==> config.mk <==
export PLATFORM = sky130hd
export DESIGN_NAME = priority_encoder_rr
export DESIGN_NICKNAME = d
export VERILOG_FILES = /design/src/rtl/enc_pkg.sv /design/src/rtl/enc_pick.sv /design/src/rtl/priority_encoder_rr.sv
export SDC_FILE = /design/constraint.sdc
export NUM_CORES = 1
export LEC_CHECK = 0
export BUFFER_PORTS_ARGS = -buffer_cell sky130_fd_sc_hd__buf_2
export CAP_MARGIN = 20
export CORE_AREA = 3 3 40 42
export CTS_BUF_LIST = sky130_fd_sc_hd__clkbuf_4
export DETAILED_ROUTE_END_ITERATION = 7
export DIE_AREA = 0 0 43 45
export PLACE_DENSITY_LB_ADDON = 0.15
export SLEW_MARGIN = 10
export SYNTH_ARGS = -nofsm -noshare
export SYNTH_HDL_FRONTEND = slang
export SYNTH_SLANG_ARGS = --single-unit
export TNS_END_PERCENT = 5
==> constraint.sdc <==
create_clock -name clk -period 2.45 [get_ports clk]
set_input_delay 0.1225 -clock clk [delete_from_list [all_inputs] [get_ports clk]]
set_output_delay 0.1225 -clock clk [all_outputs]
set_load 0.02 [all_outputs]
==> src/rtl/enc_pkg.sv <==
// Shared constants for the registered round-robin / fixed-priority request encoder.
package enc_pkg;

    localparam int ENC_MODE_FIXED = 0;
    localparam int ENC_MODE_RR    = 1;
    localparam int ERR_CNT_W      = 8;

endpackage

==> src/rtl/enc_pick.sv <==
// Combinational find-first-set starting at 'start' and wrapping W-1 -> 0.
// Returns idx=0 and none=1 for an all-zero request vector.
module enc_pick #(
    parameter int W     = 8,
    parameter int IDX_W = $clog2(W)
) (
    input  logic [W-1:0]     req,
    input  logic [IDX_W-1:0] start,
    output logic [IDX_W-1:0] idx,
    output logic             none
);

    // rot[k] is the request bit sitting k positions above start (modulo W)
    logic [W-1:0]     rot;
    logic [IDX_W-1:0] off;
    logic [IDX_W:0]   sum;

    for (genvar gi = 0; gi < W; gi++) begin : g_rot
        logic [IDX_W:0] pos;
        always_comb begin
            pos = {1'b0, start} + (IDX_W+1)'(gi);
            if (pos >= (IDX_W+1)'(W)) begin
                pos = pos - (IDX_W+1)'(W);
            end
        end
        assign rot[gi] = req[pos[IDX_W-1:0]];
    end

    // Descending scan so the smallest offset is the last one written
    always_comb begin
        off  = '0;
        none = 1'b1;
        for (int i = W - 1; i >= 0; i--) begin
            if (rot[i]) begin
                off  = IDX_W'(i);
                none = 1'b0;
            end
        end
    end

    always_comb begin
        sum = {1'b0, start} + {1'b0, off};
        if (sum >= (IDX_W+1)'(W)) begin
            sum = sum - (IDX_W+1)'(W);
        end
        idx = none ? '0 : sum[IDX_W-1:0];
    end

endmodule

==> src/rtl/priority_encoder_rr.sv <==
// Registered W-to-log2(W) request encoder with valid/ready on both sides.
// Optional multi-hot flag and saturating error counter: define ENC_MULTIHOT_ERR_EN.
module priority_encoder_rr
    import enc_pkg::*;
#(
    parameter int W     = 8,
    parameter int IDX_W = $clog2(W),
    parameter int MODE  = ENC_MODE_FIXED
) (
    input  logic                 clk,
    input  logic                 rst,
    input  logic                 in_valid,
    output logic                 in_ready,
    input  logic [W-1:0]         in_req,
    output logic                 out_valid,
    input  logic                 out_ready,
    output logic [IDX_W-1:0]     out_idx,
    output logic                 out_none
`ifdef ENC_MULTIHOT_ERR_EN
    ,
    output logic                 out_multi,
    output logic [ERR_CNT_W-1:0] err_count
`endif
);

    logic             out_valid_q, out_valid_d;
    logic [IDX_W-1:0] out_idx_q, out_idx_d;
    logic             out_none_q, out_none_d;
    logic [IDX_W-1:0] rr_ptr_q, rr_ptr_d;

    logic             accept;
    logic [IDX_W-1:0] pick_start;
    logic [IDX_W-1:0] pick_idx;
    logic             pick_none;

    // The slot frees up when empty or when the current result retires this cycle
    assign in_ready   = !out_valid_q || out_ready;
    assign accept     = in_valid && in_ready;
    assign pick_start = (MODE == ENC_MODE_RR) ? rr_ptr_q : '0;

    enc_pick #(
        .W     (W),
        .IDX_W (IDX_W)
    ) u_pick (
        .req   (in_req),
        .start (pick_start),
        .idx   (pick_idx),
        .none  (pick_none)
    );

    always_comb begin
        out_valid_d = out_valid_q;
        out_idx_d   = out_idx_q;
        out_none_d  = out_none_q;
        rr_ptr_d    = rr_ptr_q;
        if (accept) begin
            out_valid_d = 1'b1;
            out_idx_d   = pick_idx;
            out_none_d  = pick_none;
            if ((MODE == ENC_MODE_RR) && !pick_none) begin
                rr_ptr_d = (pick_idx == IDX_W'(W - 1)) ? '0 : pick_idx + 1'b1;
            end
        end else if (out_ready) begin
            out_valid_d = 1'b0;
        end
    end

    always_ff @(posedge clk) begin
        if (rst) begin
            out_valid_q <= 1'b0;
            out_idx_q   <= '0;
            out_none_q  <= 1'b0;
            rr_ptr_q    <= '0;
        end else begin
            out_valid_q <= out_valid_d;
            out_idx_q   <= out_idx_d;
            out_none_q  <= out_none_d;
            rr_ptr_q    <= rr_ptr_d;
        end
    end

    assign out_valid = out_valid_q;
    assign out_idx   = out_idx_q;
    assign out_none  = out_none_q;

`ifdef ENC_MULTIHOT_ERR_EN
    logic                 out_multi_q, out_multi_d;
    logic [ERR_CNT_W-1:0] err_count_q, err_count_d;
    logic                 req_multi;

    // Clearing the lowest set bit leaves something behind only if >1 bit was set
    assign req_multi = |(in_req & (in_req - W'(1)));

    always_comb begin
        out_multi_d = out_multi_q;
        err_count_d = err_count_q;
        if (accept) begin
            out_multi_d = req_multi;
            if (req_multi && (err_count_q != {ERR_CNT_W{1'b1}})) begin
                err_count_d = err_count_q + 1'b1;
            end
        end
    end

    always_ff @(posedge clk) begin
        if (rst) begin
            out_multi_q <= 1'b0;
            err_count_q <= '0;
        end else begin
            out_multi_q <= out_multi_d;
            err_count_q <= err_count_d;
        end
    end

    assign out_multi = out_multi_q;
    assign err_count = err_count_q;
`else
`endif

endmodule

# Word-level counts from Yosys, hierarchy flattened
# Cells that the tools add are included.
[totals]
elab_cells = 29
reg_bits = 5
out_inout_bits = 6
inputBits = 12
[op_classes]
add_sub_neg = 1
magnitude_cmp = 1
n_mux = 20
reduce_logical = 4
[ops]
columns = ["operator", "count"]
rows = [
  ["two-way mux 3 bit", 10],
  ["two-way mux 1 bit", 10],
  ["greater-or-equal comparator 3 x 4 -> 1 bit, second input constant", 1],
  ["subtractor 3 x 1 -> 3 bit, second input constant", 1],
  ["nonzero test 2 bit", 1],
  ["logical AND 1 bit", 1],
  ["zero test 1 bit", 1],
  ["logical OR 1 bit", 1],
]

# Depth between registers and ports, before layout
[depth]
ltp_word = 11
mapped_depth = 4
depth_no_buf = 4

# Modules after synthesis
# A second synthesis with hierarchy kept.
[hier_totals]
cells_unflattened = 97
area_unflattened_um2 = 967.2
[modules_own_cells]
columns = ["module", "n_inst", "area_per_inst_um2", "cells_per_inst", "seq_area_each_um2"]
rows = [
  ["enc_pick", 1, 745.7, 74, 0.0],
  ["priority_encoder_rr", 1, 221.5, 23, 100.1],
]

# Worst setup path after synthesis
# Ideal clock, no wire load.
[synth_timing]
path_type = "register -> register"
from = "register out_valid_q, in the netlist out_valid"
to = "register out_idx_q[2], in the netlist out_idx[2]"
setup_ns = 0.070
required_time_ns = 2.380
slack_ns = 1.141
period_less_slack_ns = 1.309
arrival_ns = 1.239
path_stages_with_launch = 5
n_path_buf = 0
path_cell_list = "dfxtp_1 -> nand2b_1 -> nand2_1 -> or3b_1 -> a21oi_1"
[synth_via]
elab_chain_len = 3
[synth_lines]
columns = ["item", "line_no", "text"]
rows = [
  ["start, declared", "priority_encoder_rr.sv:26", "logic out_valid_q, out_valid_d;"],
  ["start signal, assigned", "priority_encoder_rr.sv:75", "out_valid_q <= out_valid_d;"],
  ["zero test 1 bit", "priority_encoder_rr.sv:37", "assign in_ready = !out_valid_q || out_ready;"],
  ["logical OR 1 bit", "priority_encoder_rr.sv:37", ""],
  ["named net in_ready", "priority_encoder_rr.sv:13", "output logic in_ready,"],
  ["logical AND 1 bit", "priority_encoder_rr.sv:38", "assign accept = in_valid && in_ready;"],
  ["end signal, assigned", "priority_encoder_rr.sv:76", "out_idx_q <= out_idx_d;"],
  ["end, declared", "priority_encoder_rr.sv:27", "logic [IDX_W-1:0] out_idx_q, out_idx_d;"],
]
# The timed path passes the listed nets, and every way through them passes these cells.
# A chain may end at the register's enable or synchronous reset.

# Worst setup path after layout
[layout_timing]
from = "register out_valid_q, in the netlist out_valid"
to = "register out_idx_q[2], in the netlist out_idx[2]"
[layout_via]
elab_chain_len = 3
[layout_lines]
columns = ["item", "line_no"]
rows = [
  ["zero test 1 bit", "priority_encoder_rr.sv:37"],
  ["logical OR 1 bit", "priority_encoder_rr.sv:37"],
  ["logical AND 1 bit", "priority_encoder_rr.sv:38"],
]
# Every way passes these cells.

==> reports/results.ini <==
[global_route]
grt_pass1_wl_um = 924
grtUsageTotal = 0.06589
grt_pass1_vias = 241
grt_max_degree = 6
antenna_found_initial = 0
grt.overflow.total = 0

[timing]
finalMaxSlewViolations = 0
hold_violations = 0
skew_ns = 0.001308
rsz0062_at_grt = no
fin_crit_ns = 1.141
setup_viol = 0
worst_slew_pin_slew_ns = 0.3386
setup_tns_ns = 0
relSlewSlack = 0.7722
max_freq_ghz = 0.8763
fin_crit_sh = 0.4658

[layout]
layout_commonest_cell = buf_2
antenna_cells = 0
fillers = 162
drive_above_1_share = 0.4231
synthToLayoutAreaGrowth_pct = 54.87
utilization = 0.2941
layout_common_cells = buf_2, a21oi_1, dfxtp_1
final_design_area_no_fill_um2 = 377.9
fin_nets = 65
final_cells = 67

[synthesis]
netlist.area_leader.share = 0.4103
synth_fp_nets = 43
syn-instance-count = 31
synth_top_family_by_area = simple AND/OR/NAND/NOR gates
synthXorXnorAreaFrac = 0
yosys.area_share.simple = 0.2769
synthMuxAreaShare = 0
synth_area_um2 = 244.0
synth_cell_types = 14
syn_avg_cell_area_um2 = 7.870
synth_largest_area_cell = dfxtp_1
synth-seq-cells = 5
synth_area_leaders = dfxtp_1, a21oi_1, a22o_1, inv_1, nand2_1
synth_compound_gate_area_share = 0.2667
seq_area_frac_synth = 0.4103
yosys_warnings = 0
synthAdderAreaFrac = 0

[clock_tree]
h-tree-depth = 1
postCtsResizedCells = 0
cts.path.max_buffers = 2
cts_hold_buf = 0
cts_sinks = 5
cts_tree = built
post-cts-setup-buffer-count = 0
cts_made_buffers = 3
cts_root_buffer = clkbuf_4
clk_pin_slew_ns = 0.04
clk_latency_ns = 0.24

[setup_path]
arrival_ns = 1.31
start_kind = flip-flop
crit_chain = nand2b_1 > nand2_1 > or3b_1 > a21oi_1
criticalPathCategory = flip-flop to flip-flop
cp_slowest_cell = or3b_1
worst-path-buf-inv = 0
max_stage_delay_ns = 0.36
crit_fanout = 5
critPathTopFamily = simple AND/OR/NAND/NOR gates
required_ns = 2.62
end_kind = flip-flop

[placed_design]
dp_hpwl_um = 532.6
portBuffers = 17
placed_area_um2 = 347.8
dp.cells = 63
gp_routability_congestion = 0.6577

[drt]
routed_via_density = 4.358
drc = 0
vias = 292
antenna_left = 0
drt_wl_total_um = 627
first_pass_iters = 1
wl_per_cell_um = 9.358
drtIter0Drc = 0

[power_and_ir_drop]
p_leak_nw = 0.1854
cellPowerDensity_mw_per_mm2 = 596.0
p_total_w = 0.0002252
peakVddDrop_v = 0.0002365

[hold_path]
hold_path_class = primary input to flip-flop

[die]
start_util = 0.1899
chipWidth_um = 43
rows = 13
design.core.area_mm2 = 0.001285
die-area_mm2 = 0.001935
ios = 18
die_h_um = 45

[job]
drv_cap = 0

[status]
status = complete, no violations

area by class of cell:
type,count,area [um2],area share
sequential,5,100.1,0.2649
inverter,3,11.26,0.02980
timing repair buffer,17,85.08,0.2252
tap,15,18.77,0.04967
clock buffer,4,30.03,0.07947
multi-input combinational,23,132.6,0.3510
worst reg2reg max path, delay by kind of cell (launching register included):
kind	cells	cell delay [ns]
compound gates	1	0.13
flops	1	0.30
simple gates	3	0.64
cell families (layout without fill, tap and decap cells):
group / Yosys count / in the layout
buffers and inverters: 3 / 24
AOI/OAI and AO/OA: 11 / 11
DFF: 5 / 5
and+or+nand+nor: 12 / 12
worst paths after layout:
| kind | from | endpoint | slack, ns | depth (start not counted) |
|---|---|---|---|---|
| worst max-delay path | out_valid$_SDFFE_PP0P_ | out_idx[2]$_SDFFE_PP0P_ | 1.31 | 4 |
| worst min-delay path | rst | out_idx[2]$_SDFFE_PP0P_ | 0.11 | 2 |
| worst max register to register | out_valid$_SDFFE_PP0P_ | out_idx[2]$_SDFFE_PP0P_ | 1.31 | 4 |
| worst min register to register | out_idx[2]$_SDFFE_PP0P_ | out_idx[2]$_SDFFE_PP0P_ | 0.45 | 2 |
power breakdown:
part	switching [W]	total [W]	internal, W	leakage [nW]
clock network	0.0000332	0.000106	0.0000726	0.0184
registers	0.00000125	0.0000857	0.0000845	0.0408
logic	0.0000191	0.0000337	0.0000146	0.126
total	0.0000536	0.000225	0.000172	0.185
routing by layer:
| layer | routed length, um | part of all wire | track usage | vias to the layer above |
|---|---|---|---|---|
| met4 | 0 | 0 | 0 | 0 |
| met3 | 92 | 0.15 | 0.05578 | 0 |
| met1 | 271 | 0.43 | 0.07506 | 124 |
| met2 | 262 | 0.42 | 0.1018 | 15 |
| met5 | 0 | 0 | 0 | - |
| li1 | - | - | - | 153 |
per-stage QoR:
stage	setup WS [ns]	hold WS (ns)
3_5_place_dp	1.099	0.3552
3_3_place_gp	1.088	0.3576
5_1_grt	1.172	0.1063
2_1_floorplan	1.141	0.1916
4_1_cts	1.301	0.09762
6_report	1.309	0.1059
Yosys cell counts, drive strengths merged:
master and number:
inv 3, nor4 1, nand3 1, or3b 1, nand2 3, o31ai 1, nor2 3, or4 2
dfxtp 5, a22o 2, nand2b 1, o21ai 1, a21oi 7
flip-flops by register name, indices dropped and copies added, names as in the netlist:
name       cells
out_idx        3
out_valid      1
out_none       1
Power figures use the tool's default switching activity.
